[config.mk]
export PLATFORM = sky130hd
export DESIGN_NAME = irq_arbiter
export DESIGN_NICKNAME = d
export VERILOG_FILES = /design/src/rtl/irq_pkg.sv /design/src/rtl/sync_2ff.sv /design/src/rtl/irq_arbiter.sv
export SDC_FILE = /design/constraint.sdc
export NUM_CORES = 1
export LEC_CHECK = 0
export ABC_CLOCK_PERIOD_IN_PS = 1250
export CELL_PAD_IN_SITES_DETAIL_PLACEMENT = 1
export CELL_PAD_IN_SITES_GLOBAL_PLACEMENT = 1
export CORE_ASPECT_RATIO = 0.75
export CORE_MARGIN = 3
export CORE_UTILIZATION = 16
export DETAILED_ROUTE_END_ITERATION = 16
export PLACE_DENSITY_LB_ADDON = 0.1
export RECOVER_POWER = 50
export SYNTH_ARGS = -nofsm -noshare
export SYNTH_HDL_FRONTEND = slang
export SYNTH_SLANG_ARGS = --single-unit
[constraint.sdc]
create_clock -name clk_i -period 1.25 [get_ports clk_i]
set_input_delay 0.25 -clock clk_i [delete_from_list [all_inputs] [get_ports clk_i]]
set_output_delay 0.25 -clock clk_i [all_outputs]
set_load 0.1 [all_outputs]
[src/rtl/irq_pkg.sv]
// ----------------------------------------------------------------------------
// irq_pkg
//   Shared constants for the machine-mode interrupt arbiter: word width,
//   mip/mie bit positions, mcause codes, the interrupt flag position, FSM
//   state encoding, and small helpers to build an mcause word and a
//   single-bit mask.
// ----------------------------------------------------------------------------
package irq_pkg;

    localparam int XLEN = 32;

    typedef logic [XLEN-1:0] xlen_t;

    // Bit positions in mip/mie
    localparam int MSI_BIT = 3;
    localparam int MTI_BIT = 7;
    localparam int MEI_BIT = 11;

    // mcause exception codes for the interrupts above
    localparam logic [3:0] CAUSE_MSI = 4'd3;
    localparam logic [3:0] CAUSE_MTI = 4'd7;
    localparam logic [3:0] CAUSE_MEI = 4'd11;

    // mcause interrupt flag
    localparam int IRQ_FLAG_BIT = XLEN - 1;

    // Arbiter FSM encoding
    localparam logic [1:0] IRQ_IDLE = 2'd0;
    localparam logic [1:0] IRQ_REQ  = 2'd1;
    localparam logic [1:0] IRQ_COOL = 2'd2;

    // Build the mcause word for an interrupt code: flag bit set, code in [3:0]
    function automatic xlen_t make_cause(input logic [3:0] code);
        xlen_t cause;
        cause               = '0;
        cause[IRQ_FLAG_BIT] = 1'b1;
        cause[3:0]          = code;
        return cause;
    endfunction

    // One-hot word with only bit 'pos' set
    function automatic xlen_t bit_mask(input int pos);
        xlen_t mask;
        mask      = '0;
        mask[pos] = 1'b1;
        return mask;
    endfunction

endpackage : irq_pkg

[src/rtl/sync_2ff.sv]
// ----------------------------------------------------------------------------
// sync_2ff
//   Single-bit two-flop synchroniser with synchronous reset to 0. Brings an
//   asynchronous level into the clk_i domain.
//
// Ports
//   clk_i  in   destination clock
//   rst_i  in   synchronous active-high reset
//   din    in   asynchronous input level
//   dout   out  synchronised level (two clk_i edges of latency)
// ----------------------------------------------------------------------------
module sync_2ff (
    input  logic clk_i,
    input  logic rst_i,
    input  logic din,
    output logic dout
);

    logic meta_reg;
    logic sync_reg;

    always_ff @(posedge clk_i) begin
        if (rst_i) begin
            meta_reg <= 1'b0;
            sync_reg <= 1'b0;
        end else begin
            meta_reg <= din;
            sync_reg <= meta_reg;
        end
    end

    assign dout = sync_reg;

endmodule : sync_2ff

[src/rtl/irq_arbiter.sv]
// ----------------------------------------------------------------------------
// irq_arbiter
//   Machine-mode interrupt arbiter. Registers the CLINT timer/software lines
//   and the (synchronised) external line into a live mip view, masks them
//   with mie / mstatus.MIE, picks one by fixed priority (MEI > MSI > MTI) and
//   presents it to the pipeline as a request with a frozen mcause under a
//   request/acknowledge handshake. Also drives a WFI wakeup indication.
//
// Ports
//   clk_i           in   core clock
//   rst_i           in   synchronous active-high reset
//   timer_irq_i     in   CLINT timer level (MTIP)
//   software_irq_i  in   CLINT software level (MSIP)
//   ext_irq_i       in   external interrupt level, asynchronous
//   mstatus_mie_i   in   global M-mode interrupt enable
//   mie_i           in   mie CSR (bits 3/7/11 used)
//   mip_o           out  pending view: bit3 MSIP, bit7 MTIP, bit11 MEIP
//   irq_req_o       out  interrupt request to the pipeline
//   irq_cause_o     out  mcause for the request, held until the next latch
//   irq_ack_i       in   single-cycle pulse: pipeline took the trap
//   wakeup_o        out  any pending & enabled, ignoring mstatus.MIE
// ----------------------------------------------------------------------------
module irq_arbiter
    import irq_pkg::*;
(
    input  logic            clk_i,
    input  logic            rst_i,
    input  logic            timer_irq_i,
    input  logic            software_irq_i,
    input  logic            ext_irq_i,
    input  logic            mstatus_mie_i,
    input  logic [XLEN-1:0] mie_i,
    output logic [XLEN-1:0] mip_o,
    output logic            irq_req_o,
    output logic [XLEN-1:0] irq_cause_o,
    input  logic            irq_ack_i,
    output logic            wakeup_o
);

    // Only these mip/mie bits exist in this block
    localparam xlen_t IRQ_BITS = bit_mask(MSI_BIT) | bit_mask(MTI_BIT) | bit_mask(MEI_BIT);

    // ------------------------------------------------------------------------
    // Source capture
    // ------------------------------------------------------------------------
    logic  ext_sync;
    xlen_t mip_next;
    xlen_t mip_reg;

    sync_2ff u_ext_sync (
        .clk_i (clk_i),
        .rst_i (rst_i),
        .din   (ext_irq_i),
        .dout  (ext_sync)
    );

    // Route each source to its mip bit; every other bit is hard zero.
    genvar gi;
    generate
        for (gi = 0; gi < XLEN; gi++) begin : g_mip
            if (gi == MSI_BIT) begin : g_msi
                assign mip_next[gi] = software_irq_i;
            end else if (gi == MTI_BIT) begin : g_mti
                assign mip_next[gi] = timer_irq_i;
            end else if (gi == MEI_BIT) begin : g_mei
                assign mip_next[gi] = ext_sync;
            end else begin : g_zero
                assign mip_next[gi] = 1'b0;
            end
        end
    endgenerate

    always_ff @(posedge clk_i) begin
        if (rst_i) begin
            mip_reg <= '0;
        end else begin
            mip_reg <= mip_next;
        end
    end

    assign mip_o = mip_reg;

    // ------------------------------------------------------------------------
    // Enable masking and priority selection
    // ------------------------------------------------------------------------
    xlen_t      en;
    logic       any_en;
    logic       take;
    logic [3:0] win_code;
    xlen_t      win_mask;

    assign en       = mip_reg & mie_i & IRQ_BITS;
    assign any_en   = |en;
    assign take     = any_en & mstatus_mie_i;
    assign wakeup_o = any_en;

    always_comb begin
        win_code = '0;
        win_mask = '0;
        if (en[MEI_BIT]) begin
            win_code = CAUSE_MEI;
            win_mask = bit_mask(MEI_BIT);
        end else if (en[MSI_BIT]) begin
            win_code = CAUSE_MSI;
            win_mask = bit_mask(MSI_BIT);
        end else if (en[MTI_BIT]) begin
            win_code = CAUSE_MTI;
            win_mask = bit_mask(MTI_BIT);
        end
    end

    // ------------------------------------------------------------------------
    // Request FSM
    // ------------------------------------------------------------------------
    logic [1:0] state_reg;
    logic [1:0] state_next;
    xlen_t      cause_reg;
    xlen_t      cause_next;
    // One-hot mip bit of the latched cause, used to detect withdrawal
    xlen_t      sel_mask_reg;
    xlen_t      sel_mask_next;
    logic       sel_still_en;

    assign sel_still_en = |(en & sel_mask_reg);

    always_comb begin
        state_next    = state_reg;
        cause_next    = cause_reg;
        sel_mask_next = sel_mask_reg;
        case (state_reg)
            IRQ_IDLE: begin
                // The only place the cause is ever re-latched
                if (take) begin
                    state_next    = IRQ_REQ;
                    cause_next    = make_cause(win_code);
                    sel_mask_next = win_mask;
                end
            end
            IRQ_REQ: begin
                // Ack has priority over a simultaneous withdraw
                if (irq_ack_i) begin
                    state_next = IRQ_COOL;
                end else if (!mstatus_mie_i || !sel_still_en) begin
                    state_next = IRQ_IDLE;
                end
            end
            IRQ_COOL: begin
                // Gives the CSR file one cycle to make its MIE clear visible
                state_next = IRQ_IDLE;
            end
            default: begin
                state_next = IRQ_IDLE;
            end
        endcase
    end

    always_ff @(posedge clk_i) begin
        if (rst_i) begin
            state_reg    <= IRQ_IDLE;
            cause_reg    <= '0;
            sel_mask_reg <= '0;
        end else begin
            state_reg    <= state_next;
            cause_reg    <= cause_next;
            sel_mask_reg <= sel_mask_next;
        end
    end

    assign irq_req_o   = (state_reg == IRQ_REQ);
    assign irq_cause_o = cause_reg;

endmodule : irq_arbiter

==> results summary, run 1 <==
The share of the Yosys chip area taken by registers is 27.12%. The main combinational cell family by area after synthesis is buffers and inverters. The number of CTS-inserted buffers came out at 3.

The number of buffers inserted by port buffering is 19. The register bit total from synthesis is 12. The placed wire-length estimate after detailed placement came out at 1573 µm. The detailed-routing iteration count for the pre-antenna-repair pass is 4. CTS placed an instance of sky130_fd_sc_hd__clkbuf_8 at the clock tree root.

Net switching is 58.80% of the power. The initial antenna violation count came out at 0. The detailed-route vias per instance is 2.956.

In this run the worst hold path is classified as input port to register. The power after layout is 1.771 mW. The final count of hold timing violations was 0. The shortest clock period the worst path allows after layout is 1.516 ns. The period utilization came out at 121.3%.

The floorplan die area is 6475 µm². The total wirelength of the detailed-routed design came out at 1785 µm. The met1 wire length came out at 678 µm. The maximum clock frequency came out at 659.6 MHz.

The CTS tree is built. In this run the critical register-to-register path is captured at state_reg[0]. The residual antenna-violating net count after detailed routing is 0.

The area of placed instances came out at 1124 µm². Setup repair after global routing could not meet its margin everywhere. The weighted congestion at the end of routability-driven global placement came out at 0.7727.

The floorplan has 22 rows. The startpoint identified for the worst register-to-register timing path is mip_o[11]. The netlist area before placement came out at 885.9 µm². The met2 layer wire length in the routed design came out at 850 µm. The flow ran to the end, but the final reports show violations. The share of power burned in combinational logic came out at 57.1%. The startpoint identified for the worst hold timing path is mstatus_mie_i. Registers are responsible for 23.0% of the overall power. The total via count in the routed design is 609. The worst reg2reg path depth came out at 4. The insertion delay to the later sink of the worst-skew pair is 0.24 ns.

Of the total synthesized cell area, the portion taken by full adders, half adders and majority gates is 0%. The number of global-route vias before repair is 529. The total area inside the core boundary comes to 5120 µm². The count of endpoints failing setup in the final report is 4. The average cell area after synthesis came out at 8.279 µm². The count of mapped cells out of synthesis is 107. The global-route wire length before repair came out at 2642 µm. The setup slack after placement is -0.4216 ns. The share of the synthesized area in compound gates (AO/OA/AOI/OAI) came out at 6.497%.

The number of antenna diodes came out at 0. The analysis attributes to net switching a power of 1.042 mW. The post-synthesis cell type count came out at 21. The mux cell area share after synthesis is 0%. The synthesized netlist devotes 14.27% of its cell area to simple gates. The worst-case hold path end point is state_reg[0]. The die is 91.92 µm wide. The worst setup path is of the input port to output pin kind. Once routing completed, OpenROAD measured the worst setup slack at -0.2660 ns.

The clock network fraction of total power is 19.9%. For this run, design rule violations remaining after detail routing come to 0. The number of maximum-capacitance constraint violations came out at 0. After global routing the overflow that remains totals 0. The final reports fail on setup timing. The clock drives 12 sinks. The final core utilization is 22.92%. After clock tree synthesis, the clock-pin slew on the worst setup and hold paths is 0.05 ns. The number of H-tree levels came out at 1. The initial core utilization is 17.30%. The post-synthesis xor/xnor area fraction came out at 0%. The floorplan step set the die height to 70.44 µm.

The number of ports placed on the die boundary came out at 105. The arrival time at the worst endpoint came out at 1.27 ns. The highest net fanout along the worst path came out at 2. In the global route stage, overall resource usage came out at 5.323%. IR analysis of the VDD net gives a maximum drop of 0.3279 mV. The number of flip-flops in the largest register came out at 4. The synthesis warning total is 0. The area added between synthesis and finish came out at 32.49%. The max-slew violation total from the final report came out at 0. Internal power comes to 729.8 µW. The leakage power total is 0.5427 nW.

The routed length on met3 is 247 µm. The final non-filler cell area came out at 1174 µm². Along the worst hold path, the cell count comes to 3. In the final layout, the share of cells above drive strength 1 is 29.10%. In this run the top signal layer used is met4. The largest clock skew in the final design is 0.004098 ns. The startpoint kind of the worst setup timing path is an input port. STA classifies the critical path endpoint as an output pin. The maximum number of pins on one net before global-route repair is 12. The longest clock path from root to sink contains 2 buffers.

At the end of the flow, the number of nets in the layout was 174. For this block, the initial DRC count from the detailed router was 18. After clock tree synthesis, the flow added hold-fix buffers numbering 0. The setup slack of the worst register-to-register path is -0.04 ns. The endpoint required time on the critical path is 1.00 ns. In this run the power density over the cells is 1509 nW/µm².

The average routed wire per standard cell is 8.665 µm.
==> per-stage QoR <==
step                      TNS [ns]  hold slack (ns)  std cells
after floorplan            -0.6643           0.3119        162
after global placement      -2.705           0.4176        203
after detailed placement    -2.681           0.4311        203
after CTS                  -0.7061           0.4475        208
after global routing       -0.7495           0.3674        206
final                      -0.3704           0.3599        206
==> Yosys cell counts <==
cell                       count  share of area, %
sky130_fd_sc_hd__a31oi_1       1              0.71
sky130_fd_sc_hd__o22ai_1       1              0.71
sky130_fd_sc_hd__buf_4        59                50
sky130_fd_sc_hd__nand3_1       4               2.3
sky130_fd_sc_hd__nor2b_1       6               4.2
sky130_fd_sc_hd__a222oi_1      1               1.1
sky130_fd_sc_hd__clkbuf_1      1              0.42
sky130_fd_sc_hd__nand4_1       1              0.71
sky130_fd_sc_hd__and2_1        1              0.71
sky130_fd_sc_hd__nor3_1        1              0.56
sky130_fd_sc_hd__conb_1        1              0.42
sky130_fd_sc_hd__nor3b_1       2               1.7
sky130_fd_sc_hd__inv_1         3               1.3
sky130_fd_sc_hd__and3_1        1              0.71
sky130_fd_sc_hd__o21ai_1       2               1.1
sky130_fd_sc_hd__nand2_1       2              0.85
sky130_fd_sc_hd__or3b_2        1              0.99
sky130_fd_sc_hd__nand3b_1      1              0.85
sky130_fd_sc_hd__nand2b_1      1              0.71
sky130_fd_sc_hd__a21oi_1       5               2.8
sky130_fd_sc_hd__dfxtp_1      12                27
==> worst max-delay path, stage by stage <==
cell	delay, ns
sky130_fd_sc_hd__clkdlybuf4s50_1	0.42
sky130_fd_sc_hd__a222oi_1	0.33
sky130_fd_sc_hd__inv_2	0.09
sky130_fd_sc_hd__buf_12	0.18
==> cells in the final DEF (no fill, tap or decap) <==
cell type                         synthesis  layout
sky130_fd_sc_hd__nand3_1                  4       4
sky130_fd_sc_hd__dfxtp_1                 12       6
sky130_fd_sc_hd__nor3_1                   1       1
sky130_fd_sc_hd__buf_12                   0       8
sky130_fd_sc_hd__or3b_4                   0       1
sky130_fd_sc_hd__o22ai_1                  1       1
sky130_fd_sc_hd__dfxtp_4                  0       4
sky130_fd_sc_hd__conb_1                   1      56
sky130_fd_sc_hd__dfxtp_2                  0       2
sky130_fd_sc_hd__dlymetal6s2s_1           0       1
sky130_fd_sc_hd__and2_0                   0       1
sky130_fd_sc_hd__clkbuf_2                 0       1
sky130_fd_sc_hd__nand4_1                  1       1
sky130_fd_sc_hd__nand2b_4                 0       1
sky130_fd_sc_hd__buf_4                   59      10
sky130_fd_sc_hd__a21oi_1                  5       1
sky130_fd_sc_hd__nor3b_1                  2       1
sky130_fd_sc_hd__nor2b_4                  0       1
sky130_fd_sc_hd__dlygate4sd3_1            0       1
sky130_fd_sc_hd__clkdlybuf4s50_1          0       5
sky130_fd_sc_hd__dlygate4sd2_1            0       2
sky130_fd_sc_hd__and3_1                   1       1
sky130_fd_sc_hd__nor2b_1                  6       5
sky130_fd_sc_hd__nor3b_2                  0       1
sky130_fd_sc_hd__clkbuf_8                 0       3
sky130_fd_sc_hd__clkbuf_1                 1       1
sky130_fd_sc_hd__a21oi_2                  0       4
sky130_fd_sc_hd__inv_2                    0       1
sky130_fd_sc_hd__o21ai_2                  0       2
sky130_fd_sc_hd__inv_1                    3       2
sky130_fd_sc_hd__nand2_1                  2       2
sky130_fd_sc_hd__a31oi_1                  1       1
sky130_fd_sc_hd__nand3b_1                 1       1
sky130_fd_sc_hd__a222oi_1                 1       1
==> repair_timing <==
action / 4_1_cts / 5_1_grt
cloned: 0 / 0
pin swaps: 1 / 5
gates resized for setup: 6 / 9
setup endpoints to repair: 7 / 8
buffers inserted: 3 / 0
==> power groups by stage <==
stage / Sequential (mW) / Combinational [mW] / Clock [mW]
final: 0.408 / 1.01 / 0.353
after floorplan: 0.474 / 0.956 / 0
after CTS: 0.409 / 1.02 / 0.376
after global routing: 0.410 / 1.03 / 0.404
after global placement: 0.417 / 1.01 / 0
after detailed placement: 0.417 / 1.01 / 0
==> layer usage <==
layer / GRT usage [%] / up-vias
li1: - / 285
met1: 5.897 / 281
met2: 8.333 / 41
met3: 3.552 / 2
met4: 1.483 / 0
met5: 0 / -
==> worst max-delay path by stage <==
stage / from / endpoint / cells past startpoint / slack [ns]
floorplan: mip_o[11] / wakeup_o / 2 / -0.30
global route: mip_o[11] / wakeup_o / 3 / -0.35
global placement: mie_i[11] / state_reg[0] / 5 / -0.42
finish: mie_i[3] / wakeup_o / 4 / -0.27
CTS: mip_o[11] / wakeup_o / 3 / -0.29
detailed placement: mie_i[11] / state_reg[0] / 5 / -0.42
==> layout make-up <==
cell class	count	area, µm²
well taps	72	90.09
flip-flops and latches	12	257.7
fillers	641	3946
inverters	3	11.26
multi-input cells	87	439.2
clock buffers	4	45.04
repair buffers	28	330.3
==> cells by family after synthesis <==
| family | after synthesis |
|---|---|
| other | 1 |
| DFF | 12 |
| AOI/OAI and AO/OA | 10 |
| buffers and inverters | 63 |
| and+or+nand+nor | 21 |
No activity file was read; power rests on OpenSTA's default activity.
==> inputs of run 2 (changes only) <==
- CORE_MARGIN: 3 -> 10
==> run 2 against run 1 <==
Net effect: the flow still finishes with violations (setup timing); die area up 38%; via count decreased by 4.9%; final cell count rose by 1.9%; cell area shrank 0.11%; sequential share of layout area rose by 0.24 points; utilization is 1.0 points lower; hold slack lost 0.0045 ns; critical path depth unchanged; global-route usage shrank 0.47 points; largest power group unchanged; highest routed layer is now met3.
==> results summary, run 2 (synthesized netlist as in run 1, its figures left out) <==
The highest net fanout along the worst path came out at 3 (+1). The die span in y came to 84.44 µm (+20%). The total global-route track usage came to 4.855% (-0.47 points).

The ratio of total power to cell area was 1513 nW/µm² (+0.26%). The final core utilization was 21.90% (-1.0 points). The worst reg2reg path depth came out at 6 (+2). The number of buffers inserted by port buffering is 19 (unchanged).

The maximum number of pins on one net before global-route repair is 12 (unchanged). The core region area came out at 5353 µm² (+4.5%). The max-slew violation total from the final report is 0 (unchanged). The arrival time at the worst endpoint came out at 1.26 ns (about the same). The leakage power total is 0.5435 nW (+0.14%). The global-route wire length before repair is 3463 µm (+31%). The detailed-route vias per instance came to 2.757 (-6.7%). The summed negative setup slack over all endpoints is -0.3049 ns (+0.06549 ns). The clock sink count is 12 (unchanged). The final reports fail on setup timing. The total number of nets in the final design came out at 175 (+0.57%).

In this run the critical register-to-register path is launched from mip_o[11]. The area added between synthesis and finish came out at 32.34%. The period utilization came out at 121.1% (-0.18 points). The number of placed instances with taps included is 205 (+0.99%). The average routed wire per standard cell is 10.98 µm (+27%). The final standard cell count with taps included and fillers excluded is 210 (+1.9%).

The total global routing overflow is 0 (unchanged). In this run the critical register-to-register path is captured at irq_cause_o[3]. The endpoint required time on the critical path came out at 1.00 ns (about the same). The critical path is of the register to output pin type. The total wirelength of the detailed-routed design is 2305 µm (+29%).

Setup repair after global routing could not meet its margin everywhere. TritonCTS built the clock tree. The maximum clock frequency is 660.6 MHz (+0.15%).

The number of buffers between clock root and the deepest sink came out at 2 (unchanged). The worst setup path is launched from a register. The floorplan die width is 105.9 µm (+15%). The residual antenna-violating net count after detailed routing came out at 0 (unchanged). The worst path setup slack after routing is -0.2637 ns (+0.002307 ns). The most common cell after layout, fill and taps aside is sky130_fd_sc_hd__conb_1.

The number of flip-flops in the largest register came out at 4 (unchanged). The initial core utilization came out at 16.55% (-0.75 points). The number of maximum-capacitance constraint violations came to 0 (unchanged).

The number of design-rule violations left by the first detailed-router iteration is 13 (-5). The count of endpoints failing setup in the final report was 3 (-1). The number of CTS-inserted buffers came out at 3 (unchanged). The clock root buffer is sky130_fd_sc_hd__clkbuf_8. The final count of hold timing violations came out at 0 (unchanged). The number of global-route vias before repair came out at 667 (+26%). In this run the worst setup path terminates at wakeup_o. The number of H-tree levels is 1 (unchanged).

The critical path startpoint is mip_o[11]. The insertion delay to the later sink of the worst-skew pair came out at 0.23 ns (about the same). The clock-pin slew on the worst setup and hold paths came out at 0.05 ns (about the same). The flow ran to the end, but the final reports show violations. The weighted congestion at the end of routability-driven global placement is 0.6623 (-14%). The worst-case vdd ir drop came to 0.3324 mV (+1.4%).

The worst setup path is captured at an output pin. The number of antenna diodes was 0 (unchanged). The placed wire-length estimate after detailed placement was 2107 µm (+34%).

The shortest clock period the worst path allows after layout is 1.514 ns (-0.002307 ns). The total DRC errors in the routed layout came to 0 (unchanged). The initial antenna violation count is 0 (unchanged).

The floorplan die area came out at 8944 µm² (+38%). The total via count in the routed design came out at 579 (-4.9%). The setup slack after placement is -0.4066 ns (+0.01496 ns).

The setup slack of the worst register-to-register path came out at -0.03 ns (about the same). The standard-cell row count came out at 23 (+4.5%). The kind of path behind the tightest hold check is input port to register. The number of ports placed on the die boundary came out at 105 (unchanged). The detailed-routing iteration count for the pre-antenna-repair pass is 4 (unchanged). The largest clock skew in the final design came to 0.002438 ns (-0.001659 ns). The number of buffers inserted for hold repair after clock tree synthesis came out at 0 (unchanged). The library cells used most frequently in the layout, excluding fill and tap cells, are sky130_fd_sc_hd__conb_1 (56), sky130_fd_sc_hd__buf_4 (9), sky130_fd_sc_hd__buf_12 (8), sky130_fd_sc_hd__dfxtp_1 (6). The share of cells above drive strength 1 is 24.44% (-4.7 points).
run 2: cell types whose count changed in the layout (fill, tap and decap cells not counted), moves of 2 or more:
cell,previous run,this run
sky130_fd_sc_hd__a21oi_2,4,0
sky130_fd_sc_hd__a21oi_1,1,5
sky130_fd_sc_hd__buf_6,0,2
sky130_fd_sc_hd__o21ai_1,0,2
sky130_fd_sc_hd__o21ai_2,2,0
run 2: layer usage:
layer | wire [µm] | vias to the layer above | part of all wire [%] | track usage (%)
met5 | 0 | - | 0 | 0
met4 | 0 | 0 | 0 | 0.3681
met3 | 345 | 0 | 15 | 4.198
met2 | 1258 | 40 | 55 | 9.193
met1 | 701 | 253 | 30 | 3.844
li1 | - | 286 | - | -
run 2: worst min-delay path by stage:
stage / slack (ns) / cells past startpoint / to / startpoint
after global placement: 0.42 / 1 / u_ext_sync.dout / u_ext_sync.meta_reg
after floorplan: 0.31 / 1 / mip_o[7] / rst_i
final: 0.36 / 3 / state_reg[0] / mstatus_mie_i
after CTS: 0.44 / 1 / mip_o[11] / u_ext_sync.dout
after global routing: 0.36 / 3 / state_reg[0] / mstatus_mie_i
after detailed placement: 0.43 / 1 / u_ext_sync.dout / u_ext_sync.meta_reg
run 2: what timing repair did:
item / CTS / global route
resized for setup: 6 / 7
endpoints found under the setup margin: 8 / 8
pin swaps: 1 / 3
buffers inserted: 1 / 1
run 2: stage by stage:
stage / area [µm²] / power, mW / hold WS (ns)
3_3_place_gp: 1120 / 1.427 / 0.4161
2_1_floorplan: 1115 / 1.430 / 0.3119
6_report: 1172 / 1.774 / 0.3554
3_5_place_dp: 1120 / 1.429 / 0.4285
5_1_grt: 1172 / 1.848 / 0.3644
4_1_cts: 1177 / 1.795 / 0.4414
run 2: where the power goes:
part	switching (mW)	internal, mW	total, mW
combinational	0.904	0.113	1.02
sequential	0.0113	0.394	0.405
clock	0.128	0.223	0.351
run 2: layout make-up:
| class | instances | area [µm²] |
|---|---|---|
| Tap cell | 75 | 93.84 |
| Timing Repair Buffer | 29 | 344.1 |
| Clock buffer | 4 | 45.04 |
| Inverter | 3 | 13.76 |
| Fill cell | 664 | 4180 |
| Sequential cell | 12 | 260.3 |
| Multi-Input combinational cell | 87 | 415.4 |
run 2: worst max-delay path, stage by stage (launching register included):
cell and delay [ns]:
sky130_fd_sc_hd__dfxtp_4 0.34, sky130_fd_sc_hd__a222oi_1 0.31, sky130_fd_sc_hd__buf_4 0.19, sky130_fd_sc_hd__inv_4 0.03, sky130_fd_sc_hd__buf_12 0.15
